## config.mk

```make
export PLATFORM = sky130hd
export DESIGN_NAME = ycr_sleep_ctrl
export DESIGN_NICKNAME = d
export VERILOG_FILES = /design/src/rtl/ycr_sleep_ctrl.sv
export SDC_FILE = /design/constraint.sdc
export NUM_CORES = 1
export LEC_CHECK = 0
export CORE_AREA = 8 8 45 47
export CTS_CLUSTER_DIAMETER = 120
export DETAILED_ROUTE_END_ITERATION = 16
export DIE_AREA = 0 0 53 55
export PLACE_DENSITY = 0.67
export SLEW_MARGIN = 20
export SYNTH_ARGS = -nofsm -noshare
export SYNTH_HDL_FRONTEND = slang
export SYNTH_SLANG_ARGS = --single-unit
```

## constraint.sdc

```tcl
create_clock -name clk_in -period 1.5 [get_ports clk_in]
set_input_delay 0.375 -clock clk_in [delete_from_list [all_inputs] [get_ports clk_in]]
set_output_delay 0.375 -clock clk_in [all_outputs]
set_load 0.02 [all_outputs]
```

## src/rtl/ycr_sleep_ctrl.sv

```systemverilog
// Core-side initiator of the clock-gate sleep handshake: drains the bus, holds
// dst_idle toward the gate, and issues resume once the gate has re-enabled.
module ycr_sleep_ctrl #(
    parameter int unsigned DRAIN_CYCLES  = 4,
    parameter int unsigned RESUME_CYCLES = 6
) (
    input  logic       clk_in,
    input  logic       reset,
    input  logic       sleep_req,
    input  logic [2:0] cfg_mode,
    input  logic       irq_pending,
    input  logic       bus_busy,
    input  logic       wakeup,
    output logic       dst_idle,
    output logic       sleep_ack,
    output logic       sleep_abort,
    output logic       resume,
    output logic [1:0] state_o
);

    localparam int unsigned CNT_MAX = (DRAIN_CYCLES > RESUME_CYCLES) ? DRAIN_CYCLES : RESUME_CYCLES;
    localparam int unsigned CNT_W   = $clog2(CNT_MAX + 1);

    localparam logic [CNT_W-1:0] DRAIN_LOAD  = CNT_W'(DRAIN_CYCLES);
    localparam logic [CNT_W-1:0] RESUME_LOAD = CNT_W'(RESUME_CYCLES);
    localparam logic [CNT_W-1:0] CNT_ONE     = CNT_W'(1);

    typedef enum logic [1:0] {
        IDLE   = 2'b00,
        DRAIN  = 2'b01,
        SLEEP  = 2'b10,
        RESUME = 2'b11
    } state_t;

    state_t           state;
    state_t           state_nxt;
    logic [CNT_W-1:0] cnt;
    logic [CNT_W-1:0] cnt_nxt;
    logic             ack_nxt;
    logic             abort_nxt;
    logic             resume_nxt;
    logic             mode_ok;

    // Only the IRQ-driven gating modes can ever wake the core again.
    assign mode_ok = (cfg_mode >= 3'd1) && (cfg_mode <= 3'd4);

    always_comb begin
        state_nxt  = state;
        cnt_nxt    = cnt;
        ack_nxt    = 1'b0;
        abort_nxt  = 1'b0;
        resume_nxt = 1'b0;
        case (state)
            IDLE: begin
                if (sleep_req) begin
                    if (mode_ok && !irq_pending) begin
                        state_nxt = DRAIN;
                        cnt_nxt   = DRAIN_LOAD;
                    end else begin
                        abort_nxt = 1'b1;
                    end
                end
            end
            DRAIN: begin
                if (irq_pending) begin
                    abort_nxt = 1'b1;
                    state_nxt = IDLE;
                end else if (bus_busy) begin
                    cnt_nxt = DRAIN_LOAD;
                end else if (cnt == CNT_ONE) begin
                    state_nxt = SLEEP;
                    ack_nxt   = 1'b1;
                end else begin
                    cnt_nxt = cnt - CNT_ONE;
                end
            end
            SLEEP: begin
                // Wake is the gate's decision; core-side events are ignored here.
                if (wakeup) begin
                    state_nxt = RESUME;
                    cnt_nxt   = RESUME_LOAD;
                end
            end
            RESUME: begin
                if (cnt == CNT_ONE) begin
                    state_nxt  = IDLE;
                    resume_nxt = 1'b1;
                end else begin
                    cnt_nxt = cnt - CNT_ONE;
                end
            end
            default: state_nxt = IDLE;
        endcase
    end

    always_ff @(posedge clk_in) begin
        if (reset) begin
            state       <= IDLE;
            cnt         <= '0;
            dst_idle    <= 1'b0;
            sleep_ack   <= 1'b0;
            sleep_abort <= 1'b0;
            resume      <= 1'b0;
        end else begin
            state       <= state_nxt;
            cnt         <= cnt_nxt;
            dst_idle    <= (state_nxt == SLEEP);
            sleep_ack   <= ack_nxt;
            sleep_abort <= abort_nxt;
            resume      <= resume_nxt;
        end
    end

    assign state_o = state;

endmodule

```

-- After elaboration in Yosys (flattened, before gate mapping)
Index checks and enable logic that the tools add are counted.
- flip-flop bits (word level): 9
- input port bits: 9
- output and inout bits: 6
- word-level logic and storage cells: 47
- add/sub/neg operators: 1
- order comparisons: 2
- equal/unequal tests: 9
- multiplexer cells: 20
- bitwise logic cells: 2
- reduce and logical (&&, ||, !) cells: 7
- operator list (operator ; count):
    3-bit 2-to-1 mux ; 6
    2-bit 2-to-1 mux ; 7
    3-bit case mux with 4 select lines ; 1
    2-bit != test, second input constant ; 4
    2-bit case mux with 4 select lines ; 1
    2-bit equality test, second input constant ; 3
    1-bit 2-to-1 mux ; 4
    4-bit AND reduction ; 1
    4-bit OR reduction ; 1
    3-bit by 1-bit equality test with 1-bit output, second input constant ; 1
    3-bit by 1-bit greater-or-equal comparator with 1-bit output, second input constant ; 1
    3-bit <= comparator, second input constant ; 1
    3-bit by 1-bit subtractor with 3-bit output, second input constant ; 1
    2-bit by 1-bit equality test with 1-bit output, second input constant ; 1
    1-bit logical AND ; 2
    2-bit zero test ; 1
    1-bit NOT ; 2
    1-bit case mux with 2 select lines ; 1
    2-bit OR reduction ; 1
    1-bit zero test ; 1

-- Longest topological paths before layout
- word-level depth: 7
- mapped depth: 6
- gate-level depth less buffers: 6

-- Worst setup path after synthesis
OpenSTA, ideal clock, no wires.
- path kind: register to register
- from: register state[1], in the netlist state_o[1]
- to: register cnt[2]
- library setup time: 0.132 ns
- arrival time: 1.456 ns
- data required time: 1.368 ns
- slack: -0.088 ns
- cell stages (with the launch flop): 6
- path buffers: 1
- period minus slack after synthesis: 1.588 ns
- cells stage by stage: dfxtp_1 buf_2 inv_1 o31ai_1 or2_1 o32ai_1
- longest elaborated chain between the ends: 3
- elaborated cells on any way between the ends: 10
- those cells by class: eq/ne (7); mux (1); reduce/logical (2)
- RTL lines (item ; line ; source):
    from (decl) ; 35 ; state_t state;
    from (signal assigned) ; 105 ; state <= state_nxt;
    2-bit equality test (tied with other cells) ; 53 ; case (state)
    2-bit != test (no line) ; n/a ;
    4-bit AND reduction (no line) ; n/a ;
    to (signal assigned) ; 106 ; cnt <= cnt_nxt;
    to (decl) ; 37 ; logic [CNT_W-1:0] cnt;
Several ways; a longest one is shown, not always the timed one.
A chain may end at the register's enable or synchronous reset.

-- Worst setup path after layout
- from: input irq_pending
- to: register dst_idle
- longest elaborated chain between the ends: 6
- elaborated cells on any way between the ends: 7
- those cells by class: eq/ne (1); mux (4); reduce/logical (2)
- RTL lines (item ; line ; source):
    from (decl) ; 11 ; input logic irq_pending,
    1-bit zero test ; 56 ; if (mode_ok && !irq_pending) begin
    1-bit logical AND ; 56 ;
    2-bit 2-to-1 mux ; 56 ;
    2-bit 2-to-1 mux ; 55 ; if (sleep_req) begin
    2-bit case mux with 4 select lines * ; 53 ;
    2-bit equality test * ; 107 ; dst_idle <= (state_nxt == SLEEP);
    to (signal assigned) ; 107 ;
    to (decl) ; 14 ; output logic dst_idle,
Every way passes the cells marked *; elsewhere a longest branch is shown, timed or not.

==> metrics.md <==
| Metric | Value |
|---|---|
| Placed insts | `85` |
| Vias per inst | `4.94` |
| Yosys top cell area share | `0.375` |
| Status | `complete, no violations` |
| Cell leakage power | `approximately 0.28 nW` |
| Largest net degree at the start of global routing | `10` |
| Post-DP Area | `674 µm²` |
| Max cap viols | `0` |
| DP Wirelength | `873 µm` |
| Final hold slack | `around 0.47 ns` |
| R2R setup slack | `0.07 ns` |
| Avg Inst Size Synth | `9.24 µm²` |
| Critical-path cell list | `clkdlybuf4s50_1, or4_1, a21oi_2, nor2b_2` |
| Die footprint | `~2900 µm²` |
| Share of cells above drive strength 1 | `0.315` |
| Initial core utilization | `0.347` |
| Rel. slew slack | `0.748` |
| Setup TNS | `0 ns` |
| First-pass GRT wire length | `1970 µm` |
| Hold Vio Cnt, Final | `0` |
| Drc violations | `0` |
| Core area | `1380 µm²` |
| TritonCTS buffer count | `3` |
| Crit Path Category | `in -> reg` |
| DR pass1 iterations | `2` |
| Global placer's final weighted congestion | `roughly 0.79` |
| Sequential-to-total area share from yosys stat | `0.375` |
| Final Power | `roughly 0.53 mW` |
| Detailed Route WL | `~1100 µm` |
| Post-synth EDFFs | `0` |
| Synthesized cell area | `480 µm²` |
| Avg WL per Cell | `about 13 µm` |
| Later-pin clock latency in the skew report | `between 0.2 and 0.3 ns` |
| CP max stage delay | `0.55 ns` |
| Clk sinks | `9` |
| Layout Area Growth over Synthesis | `49.7%` |
| Crit end category | `flop` |
| Hold Crit Class | `reg -> reg` |
| Slew Viols, Final | `0` |
| Clock buffer depth | `2` |
| Startpoint class of the critical path | `input port` |
| Root buffer cell | `clkbuf_4` |
| Maximum fanout along the worst path | `4` |
| Syn Inst Count | `52` |
| Crit path DAT | `1.68 ns` |
| H-Tree Depth | `1` |
| Grt ovf | `0` |
| Post-DRT Antenna Nets | `0` |
| Final period util | `0.976` |
| Post-layout minimum cycle time | `1.46 ns` |
| Number of global-route vias before repair | `457` |
| Final #Nets | `85` |
| Initial DRC count | `2` |
| Initial antenna violation count | `0` |
| Clk_skew | `0.000967 ns` |
| CP Data Required Time | `between 1.5 and 2 ns` |
| Most area-hungry cell type in the Yosys netlist | `dfxtp_1` |
| Top-count cell post-synth | `dfxtp_1` |
| I/O Buffers | `14` |
| Gr usage total | `0.0948` |
| Chip Width | `53 µm` |
| Ranking of synthesized cells by area | `dfxtp_1 (38%), a21oi_1 (6.3%), a311oi_4 (5.5%)` |
| IO Count | `15` |
| Final instance count without filler cells | `89` |
| Vias | `440` |
| Buffers & Inverters on Critical Path | `1` |
| Final Util | `0.520` |
| Final Cell Area | `719 µm²` |
| Yosys warning total | `0` |
| Num rows | `14` |
| Slew of the pin with the lowest slew margin | `0.376 ns` |
| Setup violations, final | `0` |
| CTS tree | `built` |
| Max stage delay cell, worst path | `or4_1` |
| Setup WS post-layout | `0.0361 ns` |
| Commonest cells in the netlist | `dfxtp_1 (9), a21oi_1 (6), inv_1 (4), nor2_1 (4), or4_1 (3)` |
| Mapped Nets | `63` |
| Clock Pin Slew Worst Setup and Hold Paths | `around 0.060 ns` |
| Maximum vdd ir drop | `0.000448 V` |
| Die height | `55 µm` |
| Place WS | `-0.432 ns` |
| Postcts setup bufs | `0` |
| Yosys cell types | `26` |
| RSZ-0062 raised after global routing | `yes` |
| Synth Flop Type | `dfxtp_1` |
| Post-synth ARST share | `0` |
| # diodes | `0` |
| FMAX | `roughly 680 MHz` |
| PD cells | `roughly 740 nW/µm²` |
| CP top delay family | `simple AND/OR/NAND/NOR gates` |
| FF+latch count, synth | `9` |
worst reg2reg max path, stage by stage, from the launching register on:
cell      delay (ns)
dfxtp_2         0.32
inv_1           0.07
ha_2            0.19
nand3b_2        0.09
or4_1           0.42
a21oi_2         0.15
nor2b_2         0.14
final cells by class:
class | instances | area (µm²)
timing repair buffer | 20 | 179
sequential | 9 | 181
clock buffer | 4 | 26.3
fill | 131 | 664
inverter | 4 | 15.0
multi-input combinational | 36 | 298
tap | 16 | 20.0
placed cells by master, fill, tap and decap left out:
cell type / Yosys / final
or4_1: 3 / 2
ha_2: 0 / 1
o21ai_1: 1 / 1
a21oi_1: 6 / 4
clkbuf_1: 1 / 1
ha_1: 2 / 1
a2111o_1: 1 / 1
or3_4: 1 / 1
o31ai_2: 0 / 1
inv_1: 4 / 4
o32ai_2: 1 / 2
nor2_1: 4 / 4
nor2b_1: 2 / 1
a21oi_2: 0 / 2
dlygate4sd2_1: 0 / 6
clkdlybuf4s50_1: 0 / 5
nand2_1: 1 / 1
nor2b_2: 0 / 1
dfxtp_1: 9 / 8
nand3b_2: 1 / 1
or4_4: 0 / 1
buf_4: 1 / 6
dfxtp_2: 0 / 1
nor3_1: 2 / 2
clkdlybuf4s15_1: 0 / 2
clkdlybuf4s15_2: 0 / 1
clkbuf_4: 0 / 3
nand2b_1: 2 / 2
nor4_1: 1 / 1
a311oi_4: 1 / 1
nor3b_1: 1 / 1
o21ai_0: 2 / 2
nor3_2: 1 / 1
or2_1: 1 / 1
path summary, 6_finish.rpt:
| kind | cells after the start | endpoint | from |
|---|---|---|---|
| min reg2reg | 2 | cnt[1] | cnt[1] |
| max reg2reg | 6 | dst_idle | cnt[1] |
| min | 2 | cnt[1] | cnt[1] |
| max | 4 | dst_idle | irq_pending |
repair_timing:
action	in CTS	in global routing
hold endpoints to repair	0	0
endpoints found under the setup margin	11	4
pin swaps	4	1
gates resized for setup	14	6
hold buffers	0	0
per-layer routing:
layer / vias up / track usage / share of wire
met4: 0 / 0.0776 / 0.023
met2: 12 / 0.150 / 0.48
met5: - / 0 / 0
met1: 192 / 0.103 / 0.44
met3: 2 / 0.0294 / 0.060
li1: 234 / - / -
kinds of logic (layout without fill, tap and decap cells):
| kind of cell | Yosys count | count (layout) | share of synthesized area |
|---|---|---|---|
| simple gates | 20 | 20 | 0.268 |
| fa+ha+maj | 2 | 2 | 0.0521 |
| buf+inv | 7 | 28 | 0.0651 |
| flops | 9 | 9 | 0.375 |
| compound gates | 14 | 14 | 0.240 |
power by group:
part | total [mW] | internal (mW) | switching (mW)
clock network | 0.197 | 0.103 | 0.0942
registers | 0.248 | 0.245 | 0.00389
logic | 0.0861 | 0.0463 | 0.0398
registers in the layout, summed over array words and instances (netlist names):
name         cells
cnt              3
sleep_abort      1
dst_idle         1
state_o          2
resume           1
sleep_ack        1
(Power assumes the default switching activity.)
